--- config.mk ---
export PLATFORM = sky130hd
export DESIGN_NAME = collide_scan
export DESIGN_NICKNAME = d
export VERILOG_FILES = /design/src/rtl/collide_pkg.sv /design/src/rtl/collide_edge_table.sv /design/src/rtl/collide_scan.sv
export SDC_FILE = /design/constraint.sdc
export NUM_CORES = 2
export LEC_CHECK = 0
export BUFFER_PORTS_ARGS = -buffer_cell sky130_fd_sc_hd__buf_4
export CAP_MARGIN = 20
export CORE_MARGIN = 2
export CORE_UTILIZATION = 40
export CTS_CLUSTER_DIAMETER = 50
export DETAILED_ROUTE_END_ITERATION = 8
export GPL_ROUTABILITY_DRIVEN = 0
export HOLD_SLACK_MARGIN = 0.15
export SLEW_MARGIN = 20
export SYNTH_ARGS = -nofsm -noshare
export SYNTH_HDL_FRONTEND = slang
export SYNTH_SLANG_ARGS = --single-unit
--- constraint.sdc ---
create_clock -name clk -period 4.8 [get_ports clk]
set_clock_uncertainty 0.05 [all_clocks]
set_input_delay 0.72 -clock clk [delete_from_list [all_inputs] [get_ports clk]]
set_output_delay 0.72 -clock clk [all_outputs]
set_load 0.02 [all_outputs]
--- src/rtl/collide_pkg.sv ---
// Shared encodings for the boundary-table collision scanner.
package collide_pkg;

    localparam int CW_DEF    = 10;
    localparam int DEPTH_DEF = 16;

    typedef enum logic [1:0] {
        SIDE_T = 2'd0,
        SIDE_B = 2'd1,
        SIDE_L = 2'd2,
        SIDE_R = 2'd3
    } side_e;

    typedef enum logic [1:0] {
        ST_IDLE = 2'd0,
        ST_SCAN = 2'd1,
        ST_DONE = 2'd2
    } state_e;

endpackage

--- src/rtl/collide_edge_table.sv ---
// One side's boundary table: register storage, write port, indexed read and
// the contact comparator for that side.
module collide_edge_table
    import collide_pkg::*;
#(
    parameter int    CW    = CW_DEF,
    parameter int    DEPTH = DEPTH_DEF,
    parameter int    IW    = $clog2(DEPTH),
    parameter side_e SIDE  = SIDE_T
) (
    input  logic          clk,
    input  logic          rst,
    input  logic          wr_en,
    input  logic [IW-1:0] wr_idx,
    input  logic          wr_valid,
    input  logic [CW-1:0] wr_lo,
    input  logic [CW-1:0] wr_hi,
    input  logic [CW-1:0] wr_pos,
    input  logic [IW-1:0] rd_idx,
    input  logic [CW-1:0] kid_t,
    input  logic [CW-1:0] kid_b,
    input  logic [CW-1:0] kid_l,
    input  logic [CW-1:0] kid_r,
    output logic          hit
);

    typedef struct packed {
        logic          valid;
        logic [CW-1:0] lo;
        logic [CW-1:0] hi;
        logic [CW-1:0] pos;
    } edge_t;

    logic [DEPTH-1:0] valid_q;
    logic [CW-1:0]    lo_q  [DEPTH];
    logic [CW-1:0]    hi_q  [DEPTH];
    logic [CW-1:0]    pos_q [DEPTH];

    edge_t         ent;
    logic          wr_ok;
    logic [CW-1:0] coord, near, far;

    // Out-of-range indices only exist for non-power-of-2 depths; drop them.
    assign wr_ok = wr_en && (32'(wr_idx) < DEPTH);

    always_ff @(posedge clk or posedge rst) begin
        if (rst)
            valid_q <= '0;
        else if (wr_ok)
            valid_q[wr_idx] <= wr_valid;
    end

    // Payload needs no reset: an entry is ignored until its valid bit is set.
    always_ff @(posedge clk) begin
        if (wr_ok) begin
            lo_q[wr_idx]  <= wr_lo;
            hi_q[wr_idx]  <= wr_hi;
            pos_q[wr_idx] <= wr_pos;
        end
    end

    assign ent = '{valid: valid_q[rd_idx], lo: lo_q[rd_idx],
                   hi: hi_q[rd_idx], pos: pos_q[rd_idx]};

    // T/B edges span x (kid l..r); L/R edges span y (kid t..b).
    always_comb begin
        coord = kid_t;
        near  = kid_l;
        far   = kid_r;
        case (SIDE)
            SIDE_T: begin coord = kid_t; near = kid_l; far = kid_r; end
            SIDE_B: begin coord = kid_b; near = kid_l; far = kid_r; end
            SIDE_L: begin coord = kid_l; near = kid_t; far = kid_b; end
            SIDE_R: begin coord = kid_r; near = kid_t; far = kid_b; end
            default: ;
        endcase
    end

    assign hit = ent.valid && (coord == ent.pos) && (near < ent.hi) && (far > ent.lo);

endmodule

--- src/rtl/collide_scan.sv ---
// Runtime-loadable kid collision scanner: four side tables walked one index
// per clock after a start pulse, reporting {T,B,L,R} contact.
module collide_scan
    import collide_pkg::*;
#(
    parameter  int CW    = CW_DEF,
    parameter  int DEPTH = DEPTH_DEF,
    localparam int IW    = $clog2(DEPTH)
) (
    input  logic          clk,
    input  logic          rst,
    input  logic          wr_en,
    input  logic [1:0]    wr_side,
    input  logic [IW-1:0] wr_idx,
    input  logic          wr_valid,
    input  logic [CW-1:0] wr_lo,
    input  logic [CW-1:0] wr_hi,
    input  logic [CW-1:0] wr_pos,
    input  logic          start,
    input  logic [CW-1:0] kid_t,
    input  logic [CW-1:0] kid_b,
    input  logic [CW-1:0] kid_l,
    input  logic [CW-1:0] kid_r,
    output logic          busy,
    output logic          done,
    output logic [3:0]    is_collide
);

    typedef struct packed {
        logic [CW-1:0] t;
        logic [CW-1:0] b;
        logic [CW-1:0] l;
        logic [CW-1:0] r;
    } kid_box_t;

    state_e        state, state_d;
    logic [IW-1:0] idx;
    kid_box_t      kid_q;
    logic [3:0]    acc;
    logic [3:0]    hits;
    logic          wr_go;
    logic          last;

    assign busy  = (state != ST_IDLE);
    assign wr_go = wr_en && (state == ST_IDLE);
    assign last  = (idx == IW'(DEPTH - 1));

    for (genvar g = 0; g < 4; g++) begin : g_side
        collide_edge_table #(
            .CW    (CW),
            .DEPTH (DEPTH),
            .IW    (IW),
            .SIDE  (side_e'(g))
        ) u_tbl (
            .clk      (clk),
            .rst      (rst),
            .wr_en    (wr_go && (wr_side == 2'(g))),
            .wr_idx   (wr_idx),
            .wr_valid (wr_valid),
            .wr_lo    (wr_lo),
            .wr_hi    (wr_hi),
            .wr_pos   (wr_pos),
            .rd_idx   (idx),
            .kid_t    (kid_q.t),
            .kid_b    (kid_q.b),
            .kid_l    (kid_q.l),
            .kid_r    (kid_q.r),
            .hit      (hits[3-g])
        );
    end

    always_comb begin
        state_d = state;
        case (state)
            ST_IDLE: if (start) state_d = ST_SCAN;
            ST_SCAN: if (last)  state_d = ST_DONE;
            ST_DONE: state_d = ST_IDLE;
            default: state_d = ST_IDLE;
        endcase
    end

    always_ff @(posedge clk or posedge rst) begin
        if (rst) begin
            state      <= ST_IDLE;
            idx        <= '0;
            kid_q      <= '0;
            acc        <= '0;
            done       <= 1'b0;
            is_collide <= '0;
        end else begin
            state <= state_d;
            done  <= 1'b0;
            case (state)
                ST_IDLE: if (start) begin
                    kid_q <= '{t: kid_t, b: kid_b, l: kid_l, r: kid_r};
                    idx   <= '0;
                    acc   <= '0;
                end
                ST_SCAN: begin
                    acc <= acc | hits;
                    if (!last) idx <= idx + IW'(1);
                end
                ST_DONE: begin
                    done       <= 1'b1;
                    is_collide <= acc;
                end
                default: ;
            endcase
        end
    end

endmodule

### After elaboration in Yosys (flattened, before gate mapping)

Memory sizes are Yosys's and may differ from the RTL's.
Cells that the tools add are included.

| word-level totals | value |
|---|---|
| memories | 12 |
| register bits after elaboration | 119 |
| RAM bits | 1920 |
| output and inout port bits | 6 |
| input bits | 81 |
| word-level logic and storage cells | 107 |

Memories:

| memory | words | width | read ports | clocked after memory_dff | write ports | line | source |
|---|---|---|---|---|---|---|---|
| g_side[0].u_tbl.hi_q | 16 | 10 | 1 | 0 | 1 | collide_edge_table.sv:36 | `logic [CW-1:0] hi_q [DEPTH];` |
| g_side[0].u_tbl.lo_q | 16 | 10 | 1 | 0 | 1 | collide_edge_table.sv:35 | `logic [CW-1:0] lo_q [DEPTH];` |
| g_side[0].u_tbl.pos_q | 16 | 10 | 1 | 0 | 1 | collide_edge_table.sv:37 | `logic [CW-1:0] pos_q [DEPTH];` |
| g_side[1].u_tbl.hi_q | 16 | 10 | 1 | 0 | 1 | collide_edge_table.sv:36 |  |
| g_side[1].u_tbl.lo_q | 16 | 10 | 1 | 0 | 1 | collide_edge_table.sv:35 |  |
| g_side[1].u_tbl.pos_q | 16 | 10 | 1 | 0 | 1 | collide_edge_table.sv:37 |  |
| 6 more memories | - | - | - | - | - | - |  |

| cells by class | value |
|---|---|
| bitwise logic cells | 1 |
| magnitude comparators | 11 |
| reductions and logical operators | 26 |
| $add $sub $neg | 1 |
| muxes and demuxes | 30 |
| equal/unequal tests | 13 |

Operators with widths:

| kind | number |
|---|---|
| $bwmux W16 | 4 |
| $eq A10 B10 Y1 | 4 |
| $gt A10 B10 Y1 | 4 |
| $lt A10 B10 Y1 | 4 |
| $logic_and A1 B1 Y1 | 18 |
| $bmux W1 S4 | 4 |
| $pmux W4 S2 | 2 |
| $mux W1 | 14 |
| $lt A4 B5 Y1 const B | 2 |
| $mux W4 | 2 |
| $eq A2 B2 Y1 const B | 3 |
| $ne A2 B2 Y1 const B | 3 |
| $reduce_and A2 Y1 | 3 |
| $add A4 B1 Y4 const B | 1 |
| $demux W1 S4 | 1 |
| $eq A2 B1 Y1 const B | 2 |
| $eq A4 B4 Y1 const B | 1 |
| $ge A4 B1 Y1 const B | 1 |
| $logic_not A2 Y1 | 2 |
| $mux W2 | 2 |
| $or A4 B4 Y4 | 1 |
| $pmux W2 S2 | 1 |
| $reduce_bool A2 Y1 | 2 |
| $reduce_and A3 Y1 | 1 |

### Depth between registers and ports, before layout

| depth | value |
|---|---|
| depth after elaboration | 7 |
| gate-level depth with buffers | 17 |
| gate-level depth less buffers | 11 |

### Modules after synthesis

From an unflattened synthesis, not the netlist that was laid out.

| unflattened totals | value |
|---|---|
| cell total of the unflattened synthesis | 3656 |
| area, all modules | 81192.9 µm² |

Modules (own cells, without submodules):

| module | cells each | times used | area an instance (µm²) | seq. area each (µm²) |
|---|---|---|---|---|
| collide_edge_table at g_side[1].u_tbl ... | 895 | 2 | 19723.9 | 14814.2 |
| collide_edge_table at g_side[0].u_tbl | 862 | 1 | 19769.0 | 14814.2 |
| collide_edge_table at g_side[3].u_tbl | 860 | 1 | 19646.3 | 14814.2 |
| collide_scan | 144 | 1 | 2329.7 | 1376.3 |

### Worst setup path after synthesis

OpenSTA, ideal clock, no wires.

| path | value |
|---|---|
| path kind | reg2reg |
| start point | register idx[1] |
| end point | register acc[0] |
| library setup time | 0.068 ns |
| stages on the path, launching flop included | 18 |
| data required time | 4.682 ns |
| setup slack | 0.295 ns |
| period minus slack after synthesis | 4.505 ns |
| path buffers | 6 |
| data arrival time | 4.387 ns |
| cell sequence | dfrtp_1 > buf_2 > buf_4 > buf_4 > clkbuf_1 > buf_2 > buf_1 > mux4_2 > mux4_2 > inv_1 > ha_1 > nand4_1 > nor3_1 > a2111oi_0 > nand3_1 > or4_1 > nor4_1 > a32o_1 |

| between the ends | value |
|---|---|
| longest elaborated chain between the ends | 7 |

Ends and longest elaborated chain:

| item | line | source |
|---|---|---|
| start, declared | collide_scan.sv:37 | `logic [IW-1:0] idx;` |
| start signal, assigned | collide_scan.sv:101 | `if (!last) idx <= idx + IW'(1);` |
| parallel branches: the longest is 4 deep, another holds $mem_v2 Z16 W10 | - |  |
| $logic_and A1 B1 Y1 (*) | collide_edge_table.sv:79 | `assign hit = ent.valid && (coord == ent.pos) && (near < ent.hi) && (far > ent.lo);` |
| $or A4 B4 Y4 (*) | collide_scan.sv:100 | `acc <= acc \| hits;` |
| $pmux W4 S2 (*) | collide_scan.sv:93 | `case (state)` |
| end signal, assigned | collide_scan.sv:100 |  |
| end, declared | collide_scan.sv:39 | `logic [3:0] acc;` |

Every way passes the cells marked *. The select of a mux whose other input is x is not followed.
A chain may end at the register's enable or synchronous reset.

### Worst setup path in the final report

| path | value |
|---|---|
| start point | register idx[0] |
| end point | register acc[2] |

The elaborated chain is that of the path after synthesis.

==> run metrics <==
vias in the first global route 39500; met3 usage 2.78%; fraction of the core area covered by cells at the end of the flow 46.7%; TritonCTS clock tree built; library cell contributing the largest single delay on the critical path dfrtp_4; largest net degree at the start of global routing 86; Die Y-Extent 451 um; maximum resistive drop on vdd 438 uV; number of synthesized register bits 2039; Synth Area per Inst 22.5 um2; largest area contributor in the synthesized netlist edfxtp_1; maximum buffer depth of the clock tree 3; CP endpoint kind flip-flop; CTS root buf clkbuf_16; number of DRC markers after the initial detailed-route iteration 4491; most frequent cells in the layout 1920 x edfxtp_1, 592 x mux4_2, 219 x clkbuf_16, 219 x buf_4, 148 x nand2_1; TritonCTS sink count around 2000; number of iterations in the first detailed-routing pass 6; sequential share of the synthesized area 75.9%; dpl ws ~0.56 ns; instance count of the mapped netlist 3557; placeable core region about 200000 um2; Leak 0.0303 uW; cell types occupying the most area after synthesis edfxtp_1 72%, mux4_2 17%, dfrtp_1 3.7%; type of the tightest min-delay check in -> reg; Switching Share 29.2%; Initial Utilization roughly 40%; global-route wire length before repair 304000 um; data required time of the critical path roughly 5.5 ns; launching element type of the critical path flip-flop; library cells used by synthesis 55; H-tree levels 4; total of endpoints with negative setup slack in the final report 0; relative area change from synthesis to final layout 16.4%; relative slew slack 30.1%; GRT Total Usage 21.1%; count of vias placed by the detailed router 38600; number of stages on the worst hold path 1; count of max-cap constraint violations 0; Std-Cell Rows roughly 160; Detail Route Antenna Nets 0; routed vias/inst roughly 5.7; die width 451 um; filler instances 16400; WL/cell 31.7 um; worst path cell trace buf_12 > buf_12 > mux4_2 > mux4_2 > inv_1 > ha_1 > nand4_1 > nor3_1 > a2111oi_0 > o211ai_1 > a311o_1 > nor4_1 > a32o_1; RSZ-0062 raised after global routing false; Internal Power 35800 uW; Slowest Stage Delay on Critical Path 0.54 ns; fmax 236 MHz; async set-or-reset flop fraction in the synthesized netlist between 5 and 6%; arrival time reported for the critical path endpoint between 4 and 5 ns; DP Wirelength about 130000 um; global-route layer with the greatest usage met2; fraction of power consumed by combinational cells 26.7%; layout cell share with drive strength beyond 1 32.4%; sw power 14800 uW; part of the power in the clock network 32.4%; Setup Crit Path Kind reg -> reg; number of enable-type register cells in the synthesized netlist between 1500 and 2000; clock slew at the register clock pins of the worst setup and hold paths 0.06 ns; worst-margin pin slew approximately 1 ns; met1 layer usage reported by global route about 30%; maximum net fanout on the critical path 32; portion of the clock cycle consumed by the worst path in the final layout 88.3%; total number of yosys warnings 0; sequential share of power between 40% and 50%; post-route worst setup slack between 0.5 and 0.6 ns; total nets after synthesis 3715; input/output buffers 86; grt ovf 0; met2 Track Usage GR 34.9%; Final Hold Vio Count 0; status completed; power density cells 544 nW/um2; synthesized cell area 79900 um2; DRC Markers 0; accumulated negative setup slack 0 ns; Inserted Clock Buffers 211; ys flop type edfxtp_1; most frequent standard cell in the layout excluding fill and tap cells edfxtp_1; top cell type's share of synthesized area ~70%; net count of the finished layout roughly 4100; R2R cell count 13; clock latency at the later pin of the worst-skew pair 0.83 ns; die footprint 203000 um2; shortest clock period the worst path allows after layout 4.24 ns; I/O pins 87; number of antenna violations at the first check in global routing 14; final number of max-transition violations 0; footprint of the multi-input gates 18600 um2; wirelength, routed about 210000 um; Final Total Pwr 50600 uW; Register Area about 60000 um2
-- critical path, delay by kind of cell, from the launching register on --
kind / cells / cell delay (ns)
simple gates: 3 / 0.41
fa+ha+maj: 1 / 0.24
flops: 1 / 0.54
mux: 2 / 1.06
compound gates: 4 / 1.16
buf+inv: 3 / 0.65
-- sequential cells by signal, indices dropped and copies added, names as in the netlist, 2 cells and up --
register,cells
state,2
acc,4
g_side.u_tbl.hi_q,640
g_side.u_tbl.valid_q,64
g_side.u_tbl.lo_q,640
is_collide,4
idx,4
g_side.u_tbl.pos_q,640
kid_q,40
-- metal layers --
layer / share of wire [%] / wire length, um
met1: 41 / 87400
met4: 2.9 / 6120
met5: 0.0061 / 13
met3: 6.7 / 14300
met2: 50 / 106000
-- synthesized netlist by cell type, drive strengths merged, types with 3 or more instances --
cell type,instances
a2111oi,7
a211oi,6
a21o,19
a21oi,26
a31oi,3
a32o,3
buf,117
clkbuf,52
dfrtp,119
edfxtp,1920
ha,77
inv,84
mux2,73
mux2i,40
mux4,592
nand2,149
nand2b,6
nand3,16
nand4,22
nor2,84
nor2b,13
nor3,9
nor4,7
o211ai,3
o21ai,17
o22ai,3
xnor2,26
xor2,36
-- metrics by stage --
step                hold slack, ns  std cells  area [um2]
finish                       0.368       6752       93000
floorplan                    0.395       3557       79900
global placement             0.417       6317       85700
global route                 0.381       6750       93000
CTS                          0.355       6749       93000
detailed placement           0.419       6317       85700
-- logic make-up after synthesis --
family          synth area share, %
mux                            18.2
compound gates                0.872
fa+ha+maj                      1.21
simple gates                   1.74
buf+inv                        1.40
xor+xnor                      0.680
flops                          75.9
-- worst paths after layout --
kind | startpoint | endpoint | slack, ns
hold reg to reg | kid_q[3]$_DFFE_PP0P_ | kid_q[3]$_DFFE_PP0P_ | 0.43
max in group asynchronous | rst | kid_q[10]$_DFFE_PP0P_ | 2.94
setup / recovery | idx[0]$_DFFE_PP0P_ | acc[2]$_DFFE_PP0P_ | 0.56
hold / removal | wr_lo[0] | g_side[0].u_tbl.lo_q[7][0]$_DFFE_PP_ | 0.37
setup reg to reg | idx[0]$_DFFE_PP0P_ | acc[2]$_DFFE_PP0P_ | 0.56
min in group asynchronous | rst | g_side[3].u_tbl.valid_q[1]$_DFFE_PP0P_ | 0.59
-- final cells by class --
type	instances	share of cell area, %
clock inverter	114	1.20
sequential	2039	65.2
multi-input combinational	1265	20.0
inverter	84	0.344
clock buffer	277	6.27
timing repair buffer	314	3.37
antenna	3	0.00807
tap	2656	3.57
-- power by group through the flow --
stage	Sequential, uW	Combinational (uW)	Clock, uW
global placement	21100	13600	0
finish	20700	13500	16400
detailed placement	21100	13600	0
global route	20700	14500	17300
CTS	20800	13700	16600
floorplan	20300	9690	0
-- timing repair --
item                      CTS  global route
hold buffers               41             0
resized for setup           0             0
buffers inserted            0             0
hold endpoints to repair  124             0
Note: power is estimated with default switching activity, not from simulation.
